`src/rtl/fetch_prefetch_unit.sv`:
```
`timescale 1ns/1ps
// Instruction-fetch stage: one-outstanding request port to program memory, prefetch queue
// toward decode, redirect flush and sticky end-of-program halt.
module fetch_prefetch_unit #(
  parameter int                          INSTR_ADDR_WIDTH = 10,
  parameter int                          DATA_WIDTH       = 32,
  parameter int                          QUEUE_DEPTH      = 4,
  parameter logic [INSTR_ADDR_WIDTH-1:0] RESET_PC         = '0,
  parameter logic [INSTR_ADDR_WIDTH-1:0] END_ADDR         = '1
) (
  input  logic                        clk,
  input  logic                        rst,
  output logic                        imem_req,
  output logic [INSTR_ADDR_WIDTH-1:0] imem_addr,
  input  logic                        imem_ready,
  input  logic                        imem_rvalid,
  input  logic [DATA_WIDTH-1:0]       imem_rdata,
  input  logic                        redirect,
  input  logic [INSTR_ADDR_WIDTH-1:0] redirect_pc,
  output logic                        instr_valid,
  output logic [DATA_WIDTH-1:0]       instr,
  output logic [INSTR_ADDR_WIDTH-1:0] instr_pc,
  output logic [INSTR_ADDR_WIDTH-1:0] instr_pc_plus,
  input  logic                        instr_ready,
  output logic                        pc_end
);

  localparam int IAW = INSTR_ADDR_WIDTH;
  localparam int PW  = $clog2(QUEUE_DEPTH);
  localparam int CW  = PW + 1;

  typedef enum logic [1:0] {START, FETCH, HALT} state_t;

  typedef struct packed {
    logic [DATA_WIDTH-1:0] data;
    logic [IAW-1:0]        pc;
  } entry_t;

  state_t         state_q, state_d;
  logic [IAW-1:0] fetch_pc;
  logic [IAW-1:0] req_pc;
  logic           inflight;
  entry_t         queue [QUEUE_DEPTH];
  entry_t         head;
  logic [PW-1:0]  rd_ptr, wr_ptr;
  logic [CW-1:0]  count;
  logic [CW:0]    credit_used;

  logic accept, redirect_act, push, pop, end_hit;

  // Redirect is ignored only while leaving reset; everywhere else it outranks pop/push/end.
  assign redirect_act = redirect & (state_q != START);
  assign accept       = imem_req & imem_ready;
  assign push         = imem_rvalid & inflight & (state_q == FETCH) & ~redirect_act;
  assign pop          = instr_valid & instr_ready & ~redirect_act;
  assign head         = queue[rd_ptr];
  assign end_hit      = pop & (head.pc == END_ADDR);
  assign credit_used  = {1'b0, count} + (CW+1)'(inflight);

  // NOTE: sequential state uses non-blocking assignments so every register samples pre-edge values.
  always_ff @(posedge clk or negedge rst) begin
    if (!rst) state_q <= START;
    else      state_q <= state_d;
  end

  // NOTE: every always_comb output gets a default first so no path can infer a latch.
  always_comb begin
    state_d = state_q;
    case (state_q)
      START:   state_d = FETCH;
      FETCH:   if (!redirect_act && end_hit) state_d = HALT;
      HALT:    if (redirect_act) state_d = FETCH;
      default: state_d = START;
    endcase
  end

  always_comb begin
    imem_req = 1'b0;
    if (state_q == FETCH && !redirect && credit_used < (CW+1)'(QUEUE_DEPTH)) imem_req = 1'b1;
  end

  assign imem_addr     = fetch_pc;
  assign instr_valid   = (count != '0);
  assign instr         = instr_valid ? head.data : '0;
  assign instr_pc      = instr_valid ? head.pc : '0;
  assign instr_pc_plus = instr_pc + IAW'(1);

  always_ff @(posedge clk or negedge rst) begin
    if (!rst) begin
      fetch_pc <= RESET_PC;
      req_pc   <= '0;
      inflight <= 1'b0;
      rd_ptr   <= '0;
      wr_ptr   <= '0;
      count    <= '0;
      pc_end   <= 1'b0;
    end else if (redirect_act) begin
      fetch_pc <= redirect_pc;
      inflight <= 1'b0;
      rd_ptr   <= '0;
      wr_ptr   <= '0;
      count    <= '0;
      pc_end   <= 1'b0;
    end else begin
      inflight <= accept;
      if (accept) begin
        fetch_pc <= fetch_pc + IAW'(1);
        req_pc   <= fetch_pc;
      end
      if (end_hit) begin
        rd_ptr <= '0;
        wr_ptr <= '0;
        count  <= '0;
        pc_end <= 1'b1;
      end else begin
        if (push) wr_ptr <= wr_ptr + PW'(1);
        if (pop)  rd_ptr <= rd_ptr + PW'(1);
        if (push && !pop)      count <= count + CW'(1);
        else if (pop && !push) count <= count - CW'(1);
      end
    end
  end

  // NOTE: queue storage has no reset; outputs are gated by instr_valid so stale contents never leak.
  always_ff @(posedge clk) begin
    if (push) queue[wr_ptr] <= '{data: imem_rdata, pc: req_pc};
  end

endmodule

```
`config.mk`:
```
export PLATFORM = sky130hd
export DESIGN_NAME = fetch_prefetch_unit
export DESIGN_NICKNAME = d
export VERILOG_FILES = /design/src/rtl/fetch_prefetch_unit.sv
export SDC_FILE = /design/constraint.sdc
export NUM_CORES = 1
export LEC_CHECK = 0
export CORE_ASPECT_RATIO = 0.7
export CORE_MARGIN = 3
export CORE_UTILIZATION = 45
export DETAILED_ROUTE_END_ITERATION = 6
export GPL_TIMING_DRIVEN = 1
export HOLD_SLACK_MARGIN = 0.05
export PLACE_DENSITY = 0.68
export SKIP_CTS_REPAIR_TIMING = 1
export SYNTH_ARGS = -nofsm -noshare
export SYNTH_HDL_FRONTEND = slang
export SYNTH_SLANG_ARGS = --single-unit
export TNS_END_PERCENT = 10
```
`constraint.sdc`:
```
create_clock -name clk -period 7 [get_ports clk]
set_input_delay 1.75 -clock clk [delete_from_list [all_inputs] [get_ports clk]]
set_output_delay 1.75 -clock clk [all_outputs]
set_load 0.02 [all_outputs]
```
==> results of run 1 <==
cell families after synthesis:
logic type                 after synthesis
DFF                                    199
buffers and inverters                   29
adders and majority gates                8
xor gates and xnor gates                12
and+or+nand+nor                        146
AOI/OAI and AO/OA                       23
muxes                                   47
worst max path at each step:
| stage | from | endpoint | slack, ps | cells past startpoint |
|---|---|---|---|---|
| after floorplan | redirect | imem_req | 3020 | 2 |
| after global placement | redirect | imem_req | 1990 | 4 |
| after detailed placement | redirect | imem_req | 1930 | 4 |
| after CTS | rd_ptr[0] | instr_pc_plus[8] | 1530 | 7 |
| after global routing | rd_ptr[0] | instr_pc_plus[8] | 1300 | 7 |
| final | rd_ptr[0] | instr_pc_plus[8] | 1640 | 7 |
stage by stage:
| step | utilization | setup WS, ps | area [sq um] | instances |
|---|---|---|---|---|
| after floorplan | - | 3020 | 8130 | 464 |
| after global placement | 0.546 | 1990 | 9500 | 795 |
| after detailed placement | 0.546 | 1930 | 9500 | 795 |
| after CTS | 0.581 | 1530 | 10100 | 827 |
| after global routing | 0.581 | 1300 | 10100 | 827 |
| final | 0.581 | 1640 | 10100 | 827 |
area by class of cell:
cell class | count | area, sq um | share of cell area
clock buffer | 17 | 425 | 0.0420
clock inverter | 15 | 200 | 0.0198
inverter | 9 | 33.8 | 0.00334
multi-input combinational | 236 | 2180 | 0.215
sequential | 199 | 5830 | 0.575
tap | 231 | 289 | 0.0285
timing repair buffer | 120 | 1180 | 0.116
cells in the mapped netlist (all sizes together), types with 8 or more instances:
cell	n
edfxtp	168
xor2	8
inv	9
nor3	11
nand2	47
nand3	15
clkbuf	12
mux4	42
dfrtp	31
buf	8
nor2	9
and2	46
worst reg2reg max path, delay by kind of cell, from the launching register on:
kind / cells / cell delay [ps]
mux: 1 / 540
flops: 1 / 990
simple gates: 3 / 920
where the power goes:
part	leakage (nW)	switching, mW	internal, mW
logic	1.23	0.274	0.274
registers	1.90	0.0638	1.33
clock network	0.299	0.419	0.600
total	3.43	0.757	2.21
flip-flops by register name, summed over array words and instances (netlist names):
name	cells
state_q	2
rd_ptr	2
imem_addr	10
inflight	1
count	3
pc_end	1
wr_ptr	2
queue	168
req_pc	10
metal layers:
metal | share of wire | vias up
li1 | - | 2038
met1 | 0.45 | 2279
met2 | 0.48 | 128
met3 | 0.052 | 17
met4 | 0.0095 | 2
met5 | 0.0012 | -
==> flow_summary.yaml, run 1 <==
outcome:
  status: "complete, no violations"
clock_network:
  clk_latency_ps: 430
  cts_sinks: 199
  cts_made_buffers: 17
  clk_pin_slew_worst_paths_ps: 70
  cts_tree: "yes"
  cts.path.max_buffers: 2
  htreeDepth: 4
  cts_root_buf: "clkbuf_16"
layout:
  mostFrequentLayoutCells: "edfxtp_1 (168), clkdlybuf4s50_1 (111), nand2_1 (47)"
  num-fill-cells: 1326
  fin_nets: 639
  drive_gt1_frac: 0.166
  areaGrowthSynthToFinish_pct: 24.6
  final_common_cell: "edfxtp_1"
  antenna_cells: 0
detailed_routing:
  drt_iter0_markers: 345
  wl_per_cell_microns: 19.4
  drc: 0
  ant_nets: 0
  via_per_inst: 5.40
  vias: 4464
  wl_mm: 16.1
  dr.pass1.iters: 7
logic_synthesis:
  ys_ff_latch: 199
  yosys_warnings: 0
  ys_top_cells_by_area: "edfxtp_1 (62%), mux4_2 (12%), dfrtp_1 (9.5%)"
  synth_cell_type_count: 48
  syn_area_per_cell_sq_um: 17.5
  syn_nets: 520
  syn_area_sq_um: 8130
  synth-main-ff-cell: "edfxtp_1"
  synthMuxAreaShare: 0.123
  synthCells: 464
  synth_top_family_by_area: "multiplexers"
  synth_fa_ha_area_frac: 0.0132
  synth_compound_area_frac: 0.0214
  netlist.top_cell.by_area: "edfxtp_1"
  synth_top_area_share: 0.621
  yosys.area_share.simple: 0.0966
  yosysSeqAreaShare: 0.716
  async_flop_share: 0.156
  synth_edf_count: 168
  synth_xor_area_frac: 0.0129
setup_path:
  end_kind: "primary output"
  max_stage_delay_ps: 990
  worstPathArrival_ps: 3610
  slowest_stage: "dfrtp_4"
  worstPathRequired_ps: 5250
  crit_path_cell_trace: "mux4_2, and2_1, ha_1, nand3_1, nor3_1, xor2_1, clkdlybuf4s50_1"
  cp_max_fo: 45
  critPathTopFamily: "flip-flops"
  reg2reg_depth: 4
  critPathBufInv: 1
  regToRegEndpoint: "rd_ptr[1]"
  r2r_start: "rd_ptr[0]"
  critPathLaunchType: "flip-flop"
  path_class: "flip-flop to primary output"
  reg2reg_slack_ps: 4390
sta:
  whs_ps: 495
  tns_ps: 0
  final_hold_viol_count: 0
  finalCritPeriodShare: 0.766
  skew_ps: 10.4
  drv_slew: 0
  final-setup-viol-count: 0
  rsz0062_at_grt: "no"
  worst_slew_pin_slew_ps: 898
  slew_headroom: 0.401
  fmax_ghz: 0.187
  min_period_ps: 5360
pwr:
  leakagePower_nw: 3.43
  p_total_mw: 2.96
  cellPowerDensity_nw_per_um2: 293
  vdd_ir_drop_max_mv: 0.142
global_route:
  grt.busiest_layer: "met2"
  grt_pass1_vias: 4635
  grt_use_met1: 0.234
  track_usage: 0.168
  grt_overflow_total: 0
  grt_pass1_wl_mm: 25.4
  grt_max_degree: 51
  met2_usage: 0.263
  antenna_found_initial: 1
  use_met3: 0.0438
placement:
  port_buffers: 112
  gp_congestion: 0.778
  dpl.hpwl_mm: 9.87
die:
  ioPinCount: 113
  die_h_microns: 118
  std_cell_rows: 40
  core_area_sq_um: 17400
  die_w_microns: 167
  dieArea_sq_um: 19700
  start_util: 0.467
min_path:
  hold_path_depth: 2
  hold_end: "pc_end"
  min_from: "pc_end"
  hold_class: "flip-flop to flip-flop"
job:
  drv_cap: 0
Note: power is estimated with default switching activity, not from simulation.
==> run 2: changes to the inputs <==
==> constraint.sdc (replaced) <==
create_clock -name clk -period 5.4 [get_ports clk]
set_input_delay 1.35 -clock clk [delete_from_list [all_inputs] [get_ports clk]]
set_output_delay 1.35 -clock clk [all_outputs]
set_load 0.02 [all_outputs]
==> run 2 against run 1 <==
Total power rose by 29%. Critical path depth fell by 1. Routed wire length rose by 2.2%. Register-to-register slack got worse by 1900 ps. Sequential share of layout area rose by 0.064 points. Critical endpoint is now instr_pc_plus[9]. Critical path type unchanged. Cell count did not move.
==> flow_summary.yaml, run 2 (same netlist as run 1, synthesis figures left out) <==
setup_path:
  cp_max_fo: 30
  reg2reg_depth: 10
  critPathBufInv: 2
  max_stage_delay_ps: 620
  critPathLaunchType: "flip-flop"
  worstPathRequired_ps: 4050
  worstPathArrival_ps: 3280
  reg2reg_slack_ps: 2510
  crit_path_cell_trace: "buf_4, mux4_2, nand4_4, nor4_1, xor2_1, clkdlybuf4s50_1"
  critPathTopFamily: "buffers and inverters"
  slowest_stage: "clkdlybuf4s50_1"
  path_class: "flip-flop to primary output"
  r2r_start: "count[2]"
  regToRegEndpoint: "count[2]"
  end_kind: "primary output"
pwr:
  cellPowerDensity_nw_per_um2: 378
  vdd_ir_drop_max_mv: 0.164
  p_total_mw: 3.82
  leakagePower_nw: 3.42
sta:
  slew_headroom: 0.479
  fmax_ghz: 0.216
  final_hold_viol_count: 0
  final-setup-viol-count: 0
  whs_ps: 483
  skew_ps: 8.73
  tns_ps: 0
  finalCritPeriodShare: 0.858
  rsz0062_at_grt: "no"
  drv_slew: 0
  setup_ws_ps: 766
  worst_slew_pin_slew_ps: 782
  min_period_ps: 4630
layout:
  largest_reg_flops: 168
  final_common_cell: "edfxtp_1"
  seq_area_sq_um: 5830
  top_register: "queue"
  areaGrowthSynthToFinish_pct: 24.5
  fin_nets: 640
  fin_util: 0.581
  num-fill-cells: 1339
  multi_input_area_sq_um: 2180
  drive_gt1_frac: 0.161
  antenna_cells: 0
  mostFrequentLayoutCells: "edfxtp_1 (168), clkdlybuf4s50_1 (111), nand2_1 (47)"
clock_network:
  cts.path.max_buffers: 2
  htreeDepth: 4
  cts_tree: "yes"
  cts_root_buf: "clkbuf_16"
  clk_latency_ps: 430
  clk_pin_slew_worst_paths_ps: 70
  cts_sinks: 199
  cts_made_buffers: 17
detailed_routing:
  wl_per_cell_microns: 19.9
  ant_nets: 0
  via_per_inst: 5.43
  vias: 4493
  dr.pass1.iters: 6
  wl_mm: 16.4
  drt_iter0_markers: 281
  drc: 0
die:
  std_cell_rows: 40
  dieArea_sq_um: 19700
  start_util: 0.467
  ioPinCount: 113
  die_w_microns: 167
  core_area_sq_um: 17400
  die_h_microns: 118
global_route:
  track_usage: 0.173
  grt_use_met1: 0.247
  grt_max_degree: 43
  use_met3: 0.0451
  grt_overflow_total: 0
  grt_pass1_vias: 4715
  grt_pass1_wl_mm: 26.4
  met2_usage: 0.269
  grt.busiest_layer: "met2"
  antenna_found_initial: 0
job:
  drv_cap: 0
placement:
  dpl.hpwl_mm: 10.4
  dp_slack_ps: 1140
  port_buffers: 112
  gp_congestion: 0.776
min_path:
  hold_class: "flip-flop to flip-flop"
  min_from: "pc_end"
  hold_path_depth: 2
  hold_end: "pc_end"
outcome:
  status: "complete, no violations"
## run 2: how the worst max path moves through the flow
stage,startpoint,end,cells past startpoint
CTS,rd_ptr[0],instr_pc_plus[8],5
floorplan,rd_ptr[0],instr_pc_plus[8],7
global placement,rd_ptr[0],instr_pc_plus[8],5
detailed placement,redirect,imem_req,4
finish,rd_ptr[1],instr_pc_plus[9],6
global route,count[0],instr_pc_plus[9],7
## run 2: where the power goes
| part | switching (mW) | total [mW] | internal, mW | leakage (nW) |
|---|---|---|---|---|
| Sequential | 0.0632 | 1.79 | 1.73 | 1.90 |
| Combinational | 0.378 | 0.734 | 0.356 | 1.23 |
| Clock | 0.527 | 1.30 | 0.770 | 0.289 |
## run 2: area by class of cell
type,count,share of cell area
Sequential cell,199,0.576
Tap cell,231,0.0286
Timing Repair Buffer,121,0.117
Clock buffer,18,0.0424
Multi-Input combinational cell,236,0.215
Inverter,9,0.00334
Clock inverter,13,0.0176
## run 2: metrics by stage
step	instances	area, sq um
after global routing	827	10100
final	827	10100
after CTS	827	10100
after floorplan	464	8130
after detailed placement	796	9510
after global placement	796	9510
## run 2: routing by layer
metal / vias to the layer above / routed length (microns)
met5: - / 0
met1: 2319 / 7440
met2: 122 / 7870
met3: 13 / 992
met4: 0 / 116
li1: 2039 / -
## run 2: worst reg2reg max path: cells and delay by family (launching register included)
kind	cells	cell delay (ps)
simple gates	4	470
flops	1	410
fa+ha+maj	2	660
buf+inv	2	920
xor+xnor	2	280
